==> src/rtl/mac_seq_unit.sv <==
// ---------------------------------------------------------------------------
// mac_seq_unit
// Sequential multiply-accumulate unit computing Z = A*B + addend, where all
// values are unsigned and the result wraps modulo 2^(2*WIDTH). Each CALC
// cycle retires DIGIT multiplier bits, so one operation takes WIDTH/DIGIT
// cycles. The addend is either the C input or, when acc_sel=1, the unit's
// own previous result. This lets back-to-back operations build a dot product.
//
// Parameters:
//   WIDTH     operand width of A and B (Z and C are 2*WIDTH bits)
//   DIGIT     multiplier bits consumed per cycle (1, 2, 4 or 8)
// Ports:
//   clk       rising-edge clock
//   rst_n     asynchronous active-low reset
//   in_valid  operand set A/B/C/acc_sel is valid
//   in_ready  unit can accept operands (IDLE only)
//   A, B      multiplicand / multiplier
//   C         addend, ignored when acc_sel=1
//   acc_sel   1: use the current Z as the addend
//   out_valid Z holds a completed result
//   out_ready consumer accepts Z
//   Z         result register, kept after the output handshake
//   busy      high while calculating or holding a result
// ---------------------------------------------------------------------------
module mac_seq_unit #(
  parameter int WIDTH = 64,
  parameter int DIGIT = 1
) (
  input  logic                 clk,
  input  logic                 rst_n,
  input  logic                 in_valid,
  output logic                 in_ready,
  input  logic [WIDTH-1:0]     A,
  input  logic [WIDTH-1:0]     B,
  input  logic [2*WIDTH-1:0]   C,
  input  logic                 acc_sel,
  output logic                 out_valid,
  input  logic                 out_ready,
  output logic [2*WIDTH-1:0]   Z,
  output logic                 busy
);

  localparam int N     = WIDTH / DIGIT;
  localparam int CNT_W = $clog2(N + 1);
  localparam logic [CNT_W-1:0] LAST = CNT_W'(N - 1);

  localparam logic [1:0] IDLE = 2'd0;
  localparam logic [1:0] CALC = 2'd1;
  localparam logic [1:0] DONE = 2'd2;

  // Refuse to elaborate with an unsupported digit size or one that does not
  // divide the operand width evenly.
  if (!(DIGIT == 1 || DIGIT == 2 || DIGIT == 4 || DIGIT == 8) ||
      (WIDTH % DIGIT) != 0) begin : g_bad_param
    $error("mac_seq_unit: illegal WIDTH/DIGIT combination");
  end

  logic [1:0]         state;
  logic [CNT_W-1:0]   count;
  logic [2*WIDTH-1:0] acc;
  logic [2*WIDTH-1:0] a_shift;
  logic [WIDTH-1:0]   b_shift;
  logic [2*WIDTH-1:0] partial;
  logic [2*WIDTH-1:0] acc_sum;

  // The multiplicand copy is pre-shifted left by DIGIT every cycle.
  // The current digit's partial product is therefore a plain sum of up to
  // DIGIT shifted copies, with no variable-distance barrel shifter.
  always_comb begin
    partial = '0;
    for (int i = 0; i < DIGIT; i++) begin
      if (b_shift[i]) begin
        partial = partial + (a_shift << i);
      end
    end
    acc_sum = acc + partial;
  end

  // Handshake flags come straight from the state register, so no input
  // ever reaches an output combinationally.
  assign in_ready  = (state == IDLE);
  assign out_valid = (state == DONE);
  assign busy      = (state != IDLE);

  // Main sequencer. Operands are captured once at the accept edge. Z is
  // written only when the last digit retires, and it is left untouched by
  // the output handshake so that acc_sel can chain results.
  always_ff @(posedge clk or negedge rst_n) begin
    if (!rst_n) begin
      state   <= IDLE;
      count   <= '0;
      acc     <= '0;
      a_shift <= '0;
      b_shift <= '0;
      Z       <= '0;
    end else begin
      case (state)
        IDLE: begin
          if (in_valid) begin
            a_shift <= {{WIDTH{1'b0}}, A};
            b_shift <= B;
            acc     <= acc_sel ? Z : C;
            count   <= '0;
            state   <= CALC;
          end
        end
        CALC: begin
          acc     <= acc_sum;
          a_shift <= a_shift << DIGIT;
          b_shift <= b_shift >> DIGIT;
          count   <= count + 1'b1;
          if (count == LAST) begin
            Z     <= acc_sum;
            state <= DONE;
          end
        end
        DONE: begin
          if (out_ready) begin
            state <= IDLE;
          end
        end
        default: begin
          state <= IDLE;
        end
      endcase
    end
  end

endmodule
==> config.mk <==
export PLATFORM = sky130hd
export DESIGN_NAME = mac_seq_unit
export DESIGN_NICKNAME = d
export VERILOG_FILES = /design/src/rtl/mac_seq_unit.sv
export SDC_FILE = /design/constraint.sdc
export NUM_CORES = 1
export LEC_CHECK = 0
export ABC_CLOCK_PERIOD_IN_PS = 5350
export BUFFER_PORTS_ARGS = -buffer_cell sky130_fd_sc_hd__buf_2
export CAP_MARGIN = 0
export CORE_MARGIN = 1
export CORE_UTILIZATION = 35
export DETAILED_ROUTE_END_ITERATION = 8
export HOLD_SLACK_MARGIN = 0.02
export PLACE_DENSITY = 0.5
export SYNTH_ARGS = -nofsm -noshare
export SYNTH_HDL_FRONTEND = slang
export SYNTH_SLANG_ARGS = --single-unit
==> constraint.sdc <==
create_clock -name clk -period 5.35 [get_ports clk]
set_input_delay 1.07 -clock clk [delete_from_list [all_inputs] [get_ports clk]]
set_output_delay 1.07 -clock clk [all_outputs]
set_load 0.05 [all_outputs]
==> Word level (Yosys, flattened, before mapping) <==
Cells that the tools add are included.
{ "classes": {"n_reduce_logical": 6, "order_cmp": 0, "mul": 0, "n_shift": 0, "div_mod_pow": 0, "muxes": 14, "n_eq_ne": 6, "bitwise_logic": 0, "add_sub_neg": 2} }
{ "op_table": {"columns": ["operator", "count"], "rows": [
  ["$mux 128", 4],
  ["$pmux 128 s2", 2],
  ["$add 128x128->128", 1],
  ["$pmux 64 s2", 1],
  ["$mux 64", 1],
  ["$pmux 7 s2", 1],
  ["$add 7x1->7 const B", 1],
  ["$eq 7x6->1 const B", 1],
  ["$mux 7", 1],
  ["$mux 2", 3],
  ["$pmux 2 s3", 1],
  ["$ne 2x2->1 const B", 2],
  ["$reduce_and 2->1", 2],
  ["$reduce_bool 2->1", 2],
  ["$reduce_and 3->1", 1],
  ["$eq 2x1->1 const B", 1],
  ["$eq 2x2->1 const B", 1],
  ["$logic_not 2->1", 1],
  ["$ne 2x1->1 const B", 1]
]} }
{ "word_totals": {"memories": 0, "mem_bits_ro": 0, "inputBits": 261, "reg_bits": 457, "latchBits": 0, "wordCells": 34, "mem_bits_rw": 0} }

==> Depth between registers and ports, before layout <==
{ "logic_depth": {"word_depth": 3, "mapped_depth": 16, "mapped_depth_nobuf": 14} }

==> Worst setup path before layout <==
OpenSTA, ideal clock, no wires.
{ "synth_timing": {"kind": "flip-flop to flip-flop", "from": "reg b_shift[0]", "to": "reg acc[122]", "required_ns": 5.224, "synth_period_minus_slack_ns": 3.577, "arrival_ns": 3.451, "path_buffers": 3, "stages_incl_launch_ff": 16, "path_slack_ns": 1.773, "cell_sequence": "dfrtp_1 > clkbuf_1 > clkbuf_1 > and2_1 > ha_1 > clkbuf_1 > nand4_1 > nor4_1 > o2111a_1 > o21ai_0 > and2_1 > o31ai_2 > a21oi_1 > o21ai_1 > xor2_1 > a221o_1"} }
{ "synth_between": {"elab_chain_cells": 3} }
{ "synth_rtl": {"columns": ["item", "line_no", "source"], "rows": [
  ["start: declaration", "62", "logic [WIDTH-1:0] b_shift;"],
  ["start signal: assignment", "110", "b_shift <= b_shift >> DIGIT;"],
  ["$mux 128", "72", "if (b_shift[i]) begin"],
  ["$add 128x128->128", "76", "acc_sum = acc + partial;"],
  ["$pmux 128 s2", "97", "case (state)"],
  ["end signal: assignment", "102", "acc <= acc_sel ? Z : C;"],
  ["end signal: assignment", "108", "acc <= acc_sum;"],
  ["end: declaration", "60", "logic [2*WIDTH-1:0] acc;"]
]} }
No other way between the ends.
A chain may end at the register's enable or synchronous reset.

==> Worst setup path after layout <==
Same ends and word-level chain as after synthesis.

==> flow_metrics.tcl <==
set metrics [dict create \
    status "completed" \
    overflow 0 \
    synth.net_count 3886 \
    finalCritPeriodShare_pct 89.20 \
    n_fill_cell 8400 \
    synth-edff-count 0 \
    seq_area_frac_synth_pct 39.31 \
    cts.repair.resized 0 \
    tns_ns 0 \
    r2r_start "b_shift[0]$_DFFE_PN0P_" \
    synthCells 3496 \
    placementRows 105 \
    r2r_cells 13 \
    syn-mean-instance-area_sq_um 8.322 \
    drt-total-wl_microns 103900 \
    clkSlewWorstSetupHoldPaths_ns 0.06 \
    layout_setup_ws_ns 0.5780 \
    numCtsBuffers 53 \
    first_global_vias 26460 \
    gp_congestion 0.9559 \
    cts_max_level 2 \
    required_ns 5.87 \
    min_path_type "primary input to async pin" \
    max-vdd-ir-drop_v 0.0002783 \
    setup_viol 0 \
    antenna_found_initial 5 \
    final_antenna_net_count 0 \
    seqCellArea_sq_um 11440 \
    drc 0 \
    fin_skew_ns 0.02560 \
    synth-seq-cells 457 \
    grt_pass1_wl_microns 162100 \
    cap_violations 0 \
    p_leak_nw 16.14 \
    wl_per_cell_microns 21.34 \
    finalPower_mw 21.56 \
    initial_core_util_pct 35.43 \
    drv_slew 0 \
    startpoint_type "flop" \
    dp_hpwl_microns 78580 \
    final_cell_mix "nand2_1 (865), dfrtp_1 (456), buf_2 (389)" \
    worstSetupEndpointType "flop" \
    post_dp_cell_area_sq_um 31950 \
    period_minus_slack_ns 4.772 \
    clk_latency_ns 0.64 \
    die_area_sq_um 84290 \
    cts_buffer_depth 3 \
    grt_max_degree 139 \
    multi_input_area_sq_um 16700 \
    postCtsSetupRepairBufs 0 \
    die_x_microns 290.3 \
    relSlewSlack_pct 28.96 \
    num_io_pins 392 \
    cp_max_fo 54 \
    rsz0062_at_grt "false" \
    place_inst 4763 \
    final_cells 4867 \
    worstPathArrival_ns 5.29 \
    io_buffers 391 \
    fmax_mhz 209.6 \
    layout.nets 4138 \
    hold_viol_final 0 \
    die_height_microns 290.3 \
    async_flop_share_pct 100.0 \
    vias 26710 \
    yosysWarnings 0 \
    grt_use_total_pct 24.30 \
    r2r-end "acc[122]$_DFFE_PN0P_" \
    design_area_sq_um 33860 \
    syn_area_sq_um 29100 \
    place_ws_ns 0.7105 \
    synth_cell_type_count 75 \
    fin_hold_ws_ns 0.4213 \
    drive_gt1_share_pct 14.98 \
    clock_sinks 457 \
    crit_type "flop to flop" \
    cts_tree "built" \
    drtIter0Drc 2053 \
    powerDensity_nw_per_um2 636.7 \
    rrSetupSlack_ns 0.58 \
    ys.flop_type "dfrtp_1" \
    worst_pin_slew_ns 1.066 \
    first_pass_iters 8 \
    cts_hold_buffers 0 \
    vias_per_cell 5.488 \
    syn_to_final_growth_pct 16.37 \
    layout_commonest_cell "nand2_1" \
    core_area_sq_um 82110 \
    clock-root-buffer "clkbuf_16" \
    fin_util_pct 41.23 \
]
[worst max-delay path: stages, from the launching register on]
cell	delay, ns
dfrtp_2	0.50
buf_4	0.30
and2_1	0.21
ha_1	0.44
nand4_1	0.22
nor4_1	0.80
o2111a_1	0.33
o21ai_0	0.28
and2_1	0.34
o31ai_2	0.30
a21oi_1	0.23
o21ai_1	0.20
xor2_1	0.10
a221o_1	0.35
[per-layer routing]
| metal | vias up | part of all wire (%) | track usage, % |
|---|---|---|---|
| met2 | 733 | 45 | 37.57 |
| met1 | 12960 | 48 | 35.55 |
| met4 | 0 | 2.1 | 5.643 |
| met5 | - | 0 | 0 |
| li1 | 12890 | - | - |
| met3 | 122 | 5.2 | 3.503 |
[sequential cells by signal (all words and copies together) (netlist names)]
register / count
Z: 128
state: 2
count: 7
b_shift: 64
acc: 128
a_shift: 128
[worst max-delay path by stage]
stage / startpoint / end / slack, ns / depth (start not counted)
floorplan: b_shift[0]$_DFFE_PN0P_ / acc[122]$_DFFE_PN0P_ / 1.77 / 15
global placement: b_shift[0]$_DFFE_PN0P_ / acc[122]$_DFFE_PN0P_ / 0.78 / 13
detailed placement: b_shift[0]$_DFFE_PN0P_ / acc[122]$_DFFE_PN0P_ / 0.71 / 13
CTS: b_shift[0]$_DFFE_PN0P_ / acc[122]$_DFFE_PN0P_ / 0.71 / 13
global route: b_shift[0]$_DFFE_PN0P_ / acc[126]$_DFFE_PN0P_ / 0.26 / 14
finish: b_shift[0]$_DFFE_PN0P_ / acc[122]$_DFFE_PN0P_ / 0.58 / 13
[logic make-up (layout without fill, tap and decap cells)]
| family | count (synthesis) | after routing | synth area share, % |
|---|---|---|---|
| flip-flops | 457 | 457 | 39.31 |
| adder cells (fa/ha/maj) | 129 | 129 | 5.573 |
| XOR/XNOR | 126 | 126 | 3.793 |
| other | 0 | 5 | 0 |
| AND/OR/NAND/NOR | 1454 | 1454 | 21.52 |
| multiplexers | 144 | 144 | 5.018 |
| AO/OA/AOI/OAI | 921 | 921 | 21.32 |
| buffers and inverters | 265 | 561 | 3.475 |
[layout make-up]
cell class | count | share of cell area (%)
diodes | 5 | 0.03695
clock buffers | 76 | 4.586
clock inverters | 23 | 1.001
inverters | 34 | 0.3769
multi-input cells | 2774 | 49.31
flip-flops and latches | 457 | 33.78
well taps | 1070 | 3.954
repair buffers | 428 | 6.951
[report_power, final]
group / internal (mW) / total [mW] / switching, mW / leakage (nW)
clock network: 2.33 / 3.94 / 1.61 / 0.935
registers: 4.82 / 5.87 / 1.05 / 5.88
logic: 4.23 / 11.7 / 7.52 / 9.32
[synth_stat cells, types with 33 or more instances]
| cell | count | area share [%] |
|---|---|---|
| nand2_1 | 867 | 11 |
| dfrtp_1 | 457 | 39 |
| nor2_1 | 256 | 3.3 |
| a21oi_1 | 224 | 3.9 |
| o21ai_0 | 212 | 3.6 |
| clkbuf_1 | 199 | 2.6 |
| and2_1 | 131 | 2.8 |
| mux2i_1 | 129 | 4.4 |
| a22oi_1 | 128 | 3.3 |
| ha_1 | 128 | 5.5 |
| a221o_1 | 103 | 3.5 |
| nand4_1 | 80 | 1.7 |
| xnor2_1 | 77 | 2.3 |
| xor2_1 | 49 | 1.5 |
| a21o_1 | 45 | 1.2 |
| o21bai_1 | 38 | 0.98 |
| inv_1 | 34 | 0.44 |
| o221ai_1 | 33 | 0.99 |
No activity file was read; power rests on OpenSTA's default activity.
